--- src/rtl/regbank_wb_arbiter.sv ---
// Writeback arbiter for the register bank's single write port, plus a per-register busy scoreboard.
// Define ARB_ROUND_ROBIN_EN for round-robin grants; without it the lowest valid index wins.
module regbank_wb_arbiter #(
  parameter int REGISTER_SIZE = 32,
  parameter int ADDRESS_SIZE  = 5,
  parameter int NUM_REQ       = 3
) (
  input  logic                             clk,
  input  logic                             reset,
  input  logic [NUM_REQ-1:0]               req_valid,
  output logic [NUM_REQ-1:0]               req_ready,
  input  logic [NUM_REQ*ADDRESS_SIZE-1:0]  req_addr,
  input  logic [NUM_REQ*REGISTER_SIZE-1:0] req_data,
  output logic                             wr_en,
  output logic [ADDRESS_SIZE-1:0]          wr_addr,
  output logic [REGISTER_SIZE-1:0]         wr_data,
  input  logic                             alloc_valid,
  input  logic [ADDRESS_SIZE-1:0]          alloc_addr,
  input  logic                             flush,
  input  logic [ADDRESS_SIZE-1:0]          rd_addr1,
  input  logic [ADDRESS_SIZE-1:0]          rd_addr2,
  output logic                             hazard1,
  output logic                             hazard2,
  output logic [(2**ADDRESS_SIZE)-1:0]     busy
);

  localparam int NUM_REGS = 2 ** ADDRESS_SIZE;
  localparam int IDX_W    = (NUM_REQ > 1) ? $clog2(NUM_REQ) : 1;
  localparam logic [ADDRESS_SIZE-1:0] ZERO_ADDR = {ADDRESS_SIZE{1'b0}};

  logic [NUM_REQ-1:0]       grant_s;
  logic [IDX_W-1:0]         grant_idx_s;
  logic                     grant_any_s;
  logic [ADDRESS_SIZE-1:0]  sel_addr_s;
  logic [REGISTER_SIZE-1:0] sel_data_s;
  logic                     wr_en_r;
  logic [ADDRESS_SIZE-1:0]  wr_addr_r;
  logic [REGISTER_SIZE-1:0] wr_data_r;
  logic [NUM_REGS-1:0]      busy_r;
  logic [NUM_REGS-1:0]      busy_nxt_s;

`ifdef ARB_ROUND_ROBIN_EN
  logic [IDX_W-1:0] ptr_r;

  function automatic logic [IDX_W-1:0] wrap_idx(input logic [IDX_W-1:0] base, input int k);
    int s;
    s = int'(base) + k;
    if (s >= NUM_REQ) begin
      s = s - NUM_REQ;
    end else begin
      s = s;
    end
    return IDX_W'(s);
  endfunction

  // Round-robin search starting at the pointer and wrapping past NUM_REQ-1.
  always_comb begin
    grant_s     = {NUM_REQ{1'b0}};
    grant_idx_s = {IDX_W{1'b0}};
    grant_any_s = 1'b0;
    for (int k = 0; k < NUM_REQ; k++) begin
      if (!grant_any_s && req_valid[wrap_idx(ptr_r, k)]) begin
        grant_any_s = 1'b1;
        grant_idx_s = wrap_idx(ptr_r, k);
      end else begin
        grant_any_s = grant_any_s;
      end
    end
    grant_s[grant_idx_s] = grant_any_s;
  end

  // Pointer moves just past the winner after every handshake.
  always_ff @(posedge clk or negedge reset) begin
    if (!reset) begin
      ptr_r <= {IDX_W{1'b0}};
    end else if (grant_any_s) begin
      ptr_r <= (grant_idx_s == IDX_W'(NUM_REQ - 1)) ? {IDX_W{1'b0}} : grant_idx_s + IDX_W'(1);
    end else begin
      ptr_r <= ptr_r;
    end
  end
`else
  // Fixed priority: the downward scan leaves the lowest valid index as winner.
  always_comb begin
    grant_s     = {NUM_REQ{1'b0}};
    grant_idx_s = {IDX_W{1'b0}};
    grant_any_s = 1'b0;
    for (int k = NUM_REQ - 1; k >= 0; k--) begin
      if (req_valid[k]) begin
        grant_any_s = 1'b1;
        grant_idx_s = IDX_W'(k);
      end else begin
        grant_any_s = grant_any_s;
      end
    end
    grant_s[grant_idx_s] = grant_any_s;
  end
`endif

  assign req_ready = grant_s;

  // Steer the winner's address and data slices toward the output stage.
  always_comb begin
    sel_addr_s = {ADDRESS_SIZE{1'b0}};
    sel_data_s = {REGISTER_SIZE{1'b0}};
    for (int k = 0; k < NUM_REQ; k++) begin
      if (grant_s[k]) begin
        sel_addr_s = req_addr[k*ADDRESS_SIZE +: ADDRESS_SIZE];
        sel_data_s = req_data[k*REGISTER_SIZE +: REGISTER_SIZE];
      end else begin
        sel_addr_s = sel_addr_s;
      end
    end
  end

  // Output stage; writes to register 0 are consumed but never enabled.
  always_ff @(posedge clk or negedge reset) begin
    if (!reset) begin
      wr_en_r   <= 1'b0;
      wr_addr_r <= {ADDRESS_SIZE{1'b0}};
      wr_data_r <= {REGISTER_SIZE{1'b0}};
    end else if (grant_any_s) begin
      wr_en_r   <= (sel_addr_s != ZERO_ADDR);
      wr_addr_r <= sel_addr_s;
      wr_data_r <= sel_data_s;
    end else begin
      wr_en_r   <= 1'b0;
      wr_addr_r <= wr_addr_r;
      wr_data_r <= wr_data_r;
    end
  end

  // Scoreboard next state: a same-cycle set beats the clear; flush beats both.
  always_comb begin
    busy_nxt_s = busy_r;
    if (flush) begin
      busy_nxt_s = {NUM_REGS{1'b0}};
    end else begin
      if (wr_en_r) begin
        busy_nxt_s[wr_addr_r] = 1'b0;
      end else begin
        busy_nxt_s = busy_nxt_s;
      end
      if (alloc_valid && (alloc_addr != ZERO_ADDR)) begin
        busy_nxt_s[alloc_addr] = 1'b1;
      end else begin
        busy_nxt_s = busy_nxt_s;
      end
    end
  end

  // Scoreboard register.
  always_ff @(posedge clk or negedge reset) begin
    if (!reset) begin
      busy_r <= {NUM_REGS{1'b0}};
    end else begin
      busy_r <= busy_nxt_s;
    end
  end

  assign wr_en   = wr_en_r;
  assign wr_addr = wr_addr_r;
  assign wr_data = wr_data_r;
  assign busy    = busy_r;
  assign hazard1 = (rd_addr1 != ZERO_ADDR) && busy_r[rd_addr1];
  assign hazard2 = (rd_addr2 != ZERO_ADDR) && busy_r[rd_addr2];

endmodule

--- config.mk ---
export PLATFORM = sky130hd
export DESIGN_NAME = regbank_wb_arbiter
export DESIGN_NICKNAME = d
export VERILOG_FILES = /design/src/rtl/regbank_wb_arbiter.sv
export SDC_FILE = /design/constraint.sdc
export NUM_CORES = 1
export LEC_CHECK = 0
export CAP_MARGIN = 20
export CORE_UTILIZATION = 43
export DETAILED_ROUTE_END_ITERATION = 8
export MAX_ROUTING_LAYER = met4
export PLACE_DENSITY_LB_ADDON = 0.08
export RECOVER_POWER = 100
export REMOVE_ABC_BUFFERS = 1
export SLEW_MARGIN = 0
export SYNTH_ARGS = -nofsm -noshare
export SYNTH_HDL_FRONTEND = slang
export SYNTH_SLANG_ARGS = --single-unit
--- constraint.sdc ---
create_clock -name clk -period 4.07 [get_ports clk]
set_clock_uncertainty 0.05 [all_clocks]
set_input_delay 0.814 -clock clk [delete_from_list [all_inputs] [get_ports clk]]
set_output_delay 0.814 -clock clk [all_outputs]
set_load 0.005 [all_outputs]
* Word-level counts from Yosys, hierarchy flattened
Cells that the tools add are included.
Cells by class: bitwise logic cells 4, $lt $le $gt $ge 8, muxes and demuxes 27, reductions and logical operators 10
Operator list (count):
- $mux 32 | 7
- $and 32x32->32 | 1
- $not 32->32 | 1
- $or 32x32->32 | 1
- $lt 5x6->1 const B | 4
- $reduce_bool 5->1 | 4
- $mux 5 | 3
- $bmux 1 s5 | 2
- $demux 1 s5 | 2
- $ge 5x1->1 const B | 2
- $mux 1 | 9
- $logic_and 1x1->1 | 6
- $mux 2 | 3
- $and 3x3->3 | 1
- $lt 2x3->1 const B | 1
- $demux 1 s2 | 1
- $ge 2x1->1 const B | 1
Word-level totals: register bits after elaboration 70, word-level logic and storage cells 53, output and inout port bits 75, input port bits 133

* Logic depth before layout (Yosys ltp)
Gate-level depths: netlist (run 1).
word-level depth 13, gate-level depth with buffers 7, gate-level depth less buffers 5

* Worst setup path before layout (run 1)
Ideal clock, no wire load.
kind input -> output, from input rd_addr1[0], to output hazard1, stages 5, path buffers 1, slack 1.234 ns, arrival 1.972 ns, required time 3.206 ns, path through buf_2 -> mux4_2 -> inv_1 -> a21oi_1 -> or3_1
Between the ends: longest elaborated chain between the ends 3, elaborated cells between the ends (all ways) 4, those cells by class mux (2); reduce/logical (2)
RTL lines:
- start, declared | line 20 | input logic [ADDRESS_SIZE-1:0] rd_addr1,
- $bmux 1 s5 | line 165 | assign hazard1 = (rd_addr1 != ZERO_ADDR) && busy_r[rd_addr1];
- $mux 1 (not written as such) | line 165
- $logic_and 1x1->1 * | line 165
- end, declared | line 22 | output logic hazard1,
Every way passes the cells marked *; elsewhere a longest branch is shown, timed or not. The select of a mux whose other input is x is not followed.

* Worst setup path after layout (run 1)
from input rd_addr1[1], to output hazard1
Same word-level chain as after synthesis.

==> results of run 1 <==
-- registers in the layout (all words and copies together), names as in the netlist --
register  count
wr_data      32
wr_en         1
wr_addr       5
busy         32
-- worst paths after layout --
kind	end	cells past startpoint
min	wr_data[4]$_DFFE_PN0P_	2
min reg2reg	wr_data[4]$_DFFE_PN0P_	2
max	hazard1	8
min in group asynchronous	wr_data[12]$_DFFE_PN0P_	1
max reg2reg	busy[12]$_DFF_PN0_	3
max in group asynchronous	wr_data[8]$_DFFE_PN0P_	2
-- layout by cell type (no fill, tap or decap), types with 2 or more instances in the layout --
cell type,netlist,final
a2111oi_0,2,2
a21o_1,4,4
a21oi_1,64,64
a22oi_1,4,4
and3_1,3,3
and3b_1,3,3
buf_4,0,8
clkbuf_1,28,3
clkbuf_2,0,2
clkbuf_8,0,12
clkdlybuf4s50_1,0,127
dfrtp_1,70,70
dlygate4sd3_1,0,79
mux2_2,2,2
mux2i_1,18,18
mux4_2,3,3
nand2_1,43,43
nand3_1,13,13
nand3b_1,18,18
nor2_1,8,8
nor2b_1,3,3
nor3_1,5,5
nor3b_1,5,5
nor4b_1,2,2
o21ai_0,36,36
o21ai_1,2,2
o22ai_1,65,65
o311ai_1,2,2
or3_1,4,4
or3b_2,2,2
-- Yosys cell counts --
library cell,count,area share
dfrtp_1,70,0.45
o22ai_1,65,0.10
a21oi_1,64,0.083
nand2_1,43,0.042
o21ai_0,36,0.046
clkbuf_1,28,0.027
mux2i_1,18,0.046
nand3b_1,18,0.035
nand3_1,13,0.017
buf_2,9,0.012
nor2_1,8,0.0077
nor3_1,5,0.0064
nor3b_1,5,0.0097
a21o_1,4,0.0077
a22oi_1,4,0.0077
or3_1,4,0.0064
and3_1,3,0.0048
and3b_1,3,0.0068
mux4_2,3,0.017
nor2b_1,3,0.0048
a2111oi_0,2,0.0045
buf_6,2,0.0058
inv_1,2,0.0019
mux2_2,2,0.0058
nor4b_1,2,0.0045
o21ai_1,2,0.0026
o311ai_1,2,0.0045
or3b_2,2,0.0045
a211oi_1,1,0.0019
a221o_1,1,0.0026
clkinv_1,1,0.00097
mux2_1,1,0.0029
mux4_1,1,0.0068
nand2b_1,1,0.0016
nand4b_1,1,0.0023
nor4_1,1,0.0016
o311ai_0,1,0.0023
-- metal layers --
metal,up-vias,GRT usage
li1,2013,-
met1,2069,0.360
met2,225,0.494
met3,28,0.0759
met4,0,0.107
met5,-,-
-- report_power, final --
part,leakage (nW),total [mW],internal (mW),switching [mW]
combinational,1.54,0.416,0.240,0.176
sequential,0.873,0.770,0.735,0.0345
clock,0.0914,0.515,0.264,0.251
-- area by class of cell --
class	instances	area [sq um]
inverter	3	11.3
multi-input combinational	319	1950
sequential	70	1750
fill	695	2540
clock inverter	1	5.00
clock buffer	13	169
timing repair buffer	219	2170
tap	108	135
-- cell families (layout without fill, tap and decap cells) --
group	count (synthesis)	count (layout)	share of synthesized area
AOI/OAI and AO/OA	182	182	0.268
and+or+nand+nor	112	112	0.154
muxes	25	25	0.0793
buffers and inverters	42	236	0.0474
DFF	70	70	0.451
-- metrics by stage --
stage | power (mW) | std cells
CTS | 1.73 | 732
global route | 1.78 | 733
global placement | 1.20 | 718
detailed placement | 1.21 | 718
floorplan | 0.903 | 392
finish | 1.70 | 733
-- worst register-to-register path, stage by stage (launching register included) --
cell and delay, ns:
dfrtp_1 0.43, or3b_2 0.62, o21ai_0 0.25, a21oi_1 0.10
==> metrics.txt, run 1 <==
status complete, but fails checks; violated checks max-capacitance violations, max-slew violations; die width 97.0 microns; delay-heaviest family, CP buffers and inverters; met3 WL roughly 1.2 mm; PD cells 275 nW/um^2; worst slew pin tran roughly 1.8 ns; synthesis warning total 0; unrepaired setup endpoints after global routing no; worst r2r src wr_addr[1]$_DFFE_PN0P_; clock root cell clkbuf_8; Top Layer Used met4; dpl cell area between 5000 and 6000 sq um; Fmax achieved 259 MHz; Place WS 0.206 ns; vias after detailed routing 4,335; largest net degree at the start of global routing 66; leakage power 2.50 nW; worst skew pair latency ~0.35 ns; clock sink count 70; arrival time worst endpoint 3.00 ns; n_diodes 0; RD Place Congestion 0.906; met2 routed WL 6.76 mm; max-slew violations 33; Max rail drop VDD a little under 200 uV; input/output buffers a little over 200; Setup TNS 0 ns; area delta synth->final 59.3%; die area approximately 9400 sq um; Bufs on Longest Clock Path 2; Post-CTS Resized 0; cell row count 34; Crit. End Element output port; CP Launch Type primary input; total core area 8720 sq um; Final Hold Viols 0; crit path kind primary input to output port; worst hold-check path type flip-flop to flip-flop; cts hold-fix bufs 0; gr usage total 0.301; Nets 755; data required time at the worst endpoint 3.21 ns; Die Y 97.0 microns; Wirelength per Cell 18.5 microns; Worst-path clk slew 0.07 ns; postcts setup bufs 0; Syn Inst Count 431; Starting Density 0.445; Mean Syn Cell Area 9.01 sq um; Worst R2R Setup Slack 2.50 ns; Finished Core Util 0.709; CTS tree yes; worst setup margin just over 0.2 ns; vias per std cell just under 6; maxcap violations 1; initial antenna violation count 0; share of cells above drive strength 1 0.0512; vias in the first global route 4,294; crit-path cells clkdlybuf4s50_1, buf_4, mux2i_1, nand3b_1, o311ai_0, o22ai_1, or3_1, clkdlybuf4s50_1; Fin Hold WS 0.512 ns; sequential share of the synthesized area 0.451; post-detailed-route count of antenna-violating nets 0; WP buf/inv 3; post-route cell area 6180 sq um; global-route wire length before repair approximately 22 mm; Synth cell types 37; min-delay src wr_data[4]$_DFFE_PN0P_; Final min period approximately 3.9 ns; Detail Placement HPWL 10.1 mm; First DRT Iteration DRCs 247; fin crit share 0.950; Slowest-stage cell, CP clkdlybuf4s50_1; CP most frequent cell clkdlybuf4s50_1; DRC violations left 0; FF+latch count, synth 70; drt first pass iters 5; Num CTS Buffers 9; relative slew slack -0.196; grt ovf 0; DRT met1 WL ~5.3 mm; IO Count 208; critical-path maximum fanout 11; count of final setup violators 0; WL final ~14 mm; Crit. Startpoint rd_addr1[1]; H-tree levels 3; Cell Area, Synth 3880 sq um; critical path's largest stage delay 0.64 ns
Power figures use the tool's default switching activity.
==> run 2: changes to the inputs <==
CAP_MARGIN = default   (was 20)
CORE_ASPECT_RATIO = 1.75   (was default)
==> metrics.txt, run 2 (synthesis gave the netlist of run 1 again) <==
GR Util met2 0.587; area delta synth->final 64.4%; Hold EP wr_data[28]$_DFFE_PN0P_; violated checks max-capacitance violations, max-slew violations; CP most frequent cell clkdlybuf4s50_1; clock sink count 70; Crit. End Element output port; worst hold-check path type flip-flop to flip-flop; Hold Path Depth 2; CP Launch Type primary input; WP buf/inv 3; Multi-input gate area approximately 1900 sq um; met3 Usage GRT 0.0739; Final Hold Viols 0; Worst R2R Setup Slack 2.40 ns; M1 GR Usage 0.342; arrival time worst endpoint 3.05 ns; Starting Density 0.445; postcts setup bufs 0; Internal 1.65 mW; Register Area ~1800 sq um; vias per std cell 6.04; crit path kind primary input to output port; total core area 8730 sq um; critical-path maximum fanout 12; sw frac 0.235; clock root cell clkbuf_16; Filler cells 648; Slowest-stage cell, CP clkdlybuf4s50_1; Max rail drop VDD 269 uV; post-route cell area 6380 sq um; worst slew pin tran 1.55 ns; Final Power 2.16 mW; post-detailed-route count of antenna-violating nets 0; cell row count 45; Setup TNS 0 ns; global-route wire length before repair around 23 mm; dpl cell area 6030 sq um; die area 9420 sq um; vias after detailed routing between 4,000 and 5,000; leakage power 2.58 nW; IO Count 208; Worst-path clk slew 0.05 ns; unrepaired setup endpoints after global routing no; critical path's largest stage delay 0.69 ns; Wirelength per Cell just over 20 microns; initial antenna violation count 0; Die Y between 100 and 150 microns; CTS tree yes; crit-path cells clkdlybuf4s50_1, buf_4, nor2b_1, a2111oi_0, nor4b_1, or3_1, clkdlybuf4s50_1; clock network power share 0.447; data required time at the worst endpoint 3.21 ns; First DRT Iteration DRCs 388; DRC violations left 0; Nets 757; sequential share of power 0.357; input/output buffers a little over 200; RD Place Congestion 0.922; die width between 70 and 80 microns; Post-CTS Resized 0; Final min period 3.91 ns; Fmax achieved around 260 MHz; grt ovf 0; PD cells 338 nW/um^2; Detail Placement HPWL around 11 mm; n_diodes 0; Num CTS Buffers 9; commonest non-fill, non-tap cell in the layout clkdlybuf4s50_1; gr usage total 0.339; share of cells above drive strength 1 0.0541; min-delay src wr_data[28]$_DFFE_PN0P_; count of final setup violators 0; Fin Hold WS a little over 0.5 ns; drt first pass iters 6; RR Endpoint busy[9]$_DFF_PN0_; relative slew slack -0.0325; GRT busiest layer met2; WL final approximately 15 mm; R2R depth 3; status complete, but fails checks; Comb pwr share 0.195; most frequent cells in the layout clkdlybuf4s50_1 (131), dlygate4sd3_1 (75), dfrtp_1 (70), o22ai_1 (65), a21oi_1 (64); max-slew violations 30; cts hold-fix bufs 0; Bufs on Longest Clock Path 2; largest net degree at the start of global routing 66; H-tree levels 3; Net Switching just over 500 uW; vias in the first global route 4,553; worst r2r src wr_addr[4]$_DFFE_PN0P_; fin crit share 0.961; worst skew pair latency about 0.33 ns; maxcap violations 1; delay-heaviest family, CP buffers and inverters
run 2: per-layer routing:
metal,part of all wire,up-vias
met5,0,-
met4,0.063,0
met3,0.070,68
met2,0.54,293
met1,0.33,2130
li1,-,2018
run 2: how the worst max path moves through the flow:
stage	depth (start not counted)	endpoint	from
3_5_place_dp	7	hazard1	rd_addr1[1]
4_1_cts	7	hazard1	rd_addr1[1]
3_3_place_gp	6	hazard1	rd_addr1[0]
5_1_grt	7	hazard2	rd_addr2[0]
6_report	7	hazard1	rd_addr1[0]
2_1_floorplan	2	req_ready[2]	req_valid[0]
run 2: layout make-up:
| cell class | instances | share of cell area |
|---|---|---|
| clock buffers | 10 | 0.0375 |
| well taps | 117 | 0.0229 |
| multi-input cells | 319 | 0.305 |
| clock inverters | 6 | 0.0208 |
| repair buffers | 221 | 0.338 |
| inverters | 3 | 0.00176 |
| flip-flops and latches | 70 | 0.275 |
run 2: metrics by stage:
| stage | setup slack (ns) | util | cells |
|---|---|---|---|
| after CTS | 0.187 | 0.733 | 746 |
| final | 0.160 | 0.731 | 746 |
| after global placement | 0.236 | 0.691 | 730 |
| after detailed placement | 0.190 | 0.691 | 730 |
| after global routing | 0.0185 | 0.731 | 746 |
| after floorplan | 1.19 | - | 392 |
run 2: worst min-delay path, delay by kind of cell, from the launching register on:
kind	cells	cell delay, ns
AO/OA/AOI/OAI	2	0.18
flip-flops	1	0.34
run 2: power groups by stage:
stage	registers [mW]	logic [mW]	clock network, mW
4_1_cts	0.772	0.439	0.976
6_report	0.771	0.422	0.965
3_3_place_gp	0.782	0.429	0
2_1_floorplan	0.779	0.124	0
3_5_place_dp	0.782	0.436	0
5_1_grt	0.776	0.455	1.00
==> run 3: changes to the inputs <==
CTS_CLUSTER_SIZE = 10   (was default)
MAX_ROUTING_LAYER = default   (was met4)
==> metrics.txt, run 3 (synthesis gave the netlist of run 1 again) <==
Setup TNS 0 ns; Filler cells 694; max-slew violations 31; postcts setup bufs 0; IO Count about 210; Final min period just under 4 ns; die width about 74 microns; clock root cell clkbuf_16; vias per std cell 5.88; met2 routed WL approximately 8.1 mm; CTS tree yes; RD Place Congestion 0.943; post-detailed-route count of antenna-violating nets 0; sw frac 0.254; Placed Cells 730; clock network power share 0.414; drt first pass iters 5; commonest non-fill, non-tap cell in the layout clkdlybuf4s50_1; Fmax achieved ~260 MHz; H-tree levels 3; First DRT Iteration DRCs 255; vias after detailed routing 4,383; violated checks max-capacitance violations, max-slew violations; n_diodes 0; Comb pwr share 0.207; worst skew pair latency 0.33 ns; Slowest-stage cell, CP clkdlybuf4s50_1; share of cells above drive strength 1 0.0541; gr usage total 0.328; Wirelength per Cell 19.6 microns; arrival time worst endpoint 3.01 ns; initial antenna violation count 0; vias in the first global route 4,413; status complete, but fails checks; Net Switching slightly above 500 uW; maxcap violations 1; data required time at the worst endpoint 3.21 ns; largest net degree at the start of global routing 66; min-delay src wr_data[21]$_DFFE_PN0P_; WL final 14.6 mm; Worst-path clk slew 0.05 ns; critical path's largest stage delay 0.48 ns; Bufs on Longest Clock Path 2; cts hold-fix bufs 0; Crit. Startpoint rd_addr1[1]; Post-CTS Resized 0; met3 WL 889 microns; crit-path cells clkdlybuf4s50_1, clkbuf_4, mux2_2, o311ai_1, o22ai_1, or3_1, clkdlybuf4s50_1; PD cells 320 nW/um^2; Starting Density 0.445; count of final setup violators 0; Max rail drop VDD 247 uV; area delta synth->final 63.2%; Finished Layout Cells around 750; Multi-input gate area 1950 sq um; worst r2r src wr_addr[3]$_DFFE_PN0P_; global-route wire length before repair 23.0 mm; leakage power 2.56 nW; crit path kind primary input to output port; total core area 8730 sq um; relative slew slack -0.0808; input/output buffers 207; unrepaired setup endpoints after global routing no; Nets 757; sequential share of power 0.380; CP Launch Type primary input; worst hold-check path type flip-flop to flip-flop; DRC violations left 0; grt ovf 0; Detail Placement HPWL 11.3 mm; critical-path maximum fanout 15; cell row count 45; die area 9420 sq um; Die Y 128 microns; Internal 1.51 mW; most frequent cells in the layout clkdlybuf4s50_1 (131), dlygate4sd3_1 (75), dfrtp_1 (70), o22ai_1 (65), a21oi_1 (64); Register Area between 1500 and 2000 sq um; DRT met1 WL 4.94 mm; Fin Hold WS slightly above 0.5 ns; Num CTS Buffers 9; Crit. End Element output port; clock sink count 70; fin crit share 0.953; worst slew pin tran roughly 1.6 ns; CP most frequent cell clkdlybuf4s50_1; Final Hold Viols 0; Top Layer Used met4
## run 3: layout make-up
| type | count | area share |
|---|---|---|
| Clock buffer | 9 | 0.0355 |
| Clock inverter | 7 | 0.0156 |
| Inverter | 3 | 0.00178 |
| Multi-Input combinational cell | 319 | 0.307 |
| Sequential cell | 70 | 0.276 |
| Tap cell | 117 | 0.0231 |
| Timing Repair Buffer | 221 | 0.340 |
## run 3: final timing paths
path	end	slack, ns	cells past startpoint
max	hazard1	0.19	7
min in group asynchronous	wr_data[17]$_DFFE_PN0P_	0.66	1
max reg2reg	busy[9]$_DFF_PN0_	2.45	3
min reg2reg	wr_data[21]$_DFFE_PN0P_	0.51	2
max in group asynchronous	wr_data[28]$_DFFE_PN0P_	1.22	2
min	wr_data[21]$_DFFE_PN0P_	0.51	2
## run 3: stage by stage
| step | power, mW | util | cell area (sq um) | setup WS [ns] |
|---|---|---|---|---|
| 2_1_floorplan | 0.903 | - | 3710 | 1.19 |
| 3_3_place_gp | 1.21 | 0.691 | 6030 | 0.247 |
| 3_5_place_dp | 1.22 | 0.691 | 6030 | 0.233 |
| 4_1_cts | 2.06 | 0.728 | 6350 | 0.226 |
| 5_1_grt | 2.11 | 0.726 | 6340 | 0.0617 |
| 6_report | 2.03 | 0.726 | 6340 | 0.193 |
## run 3: power by group through the flow
| stage | Sequential [mW] | Clock [mW] | Combinational (mW) |
|---|---|---|---|
| 3_5_place_dp | 0.783 | 0 | 0.434 |
| 4_1_cts | 0.772 | 0.852 | 0.437 |
| 5_1_grt | 0.777 | 0.881 | 0.453 |
| 6_report | 0.771 | 0.840 | 0.419 |
| 3_3_place_gp | 0.782 | 0 | 0.429 |
| 2_1_floorplan | 0.779 | 0 | 0.124 |
## run 3: per-layer routing
layer  vias to the layer above  GRT usage
met4                         0      0.196
met5                         -          0
li1                       2020          -
met1                      2091      0.345
met2                       228      0.588
met3                        44     0.0605
## run 3: worst max-delay path: cells and delay by family
kind / cells / cell delay (ns)
AO/OA/AOI/OAI: 2 / 0.32
AND/OR/NAND/NOR: 1 / 0.31
multiplexers: 1 / 0.36
buffers and inverters: 3 / 1.19
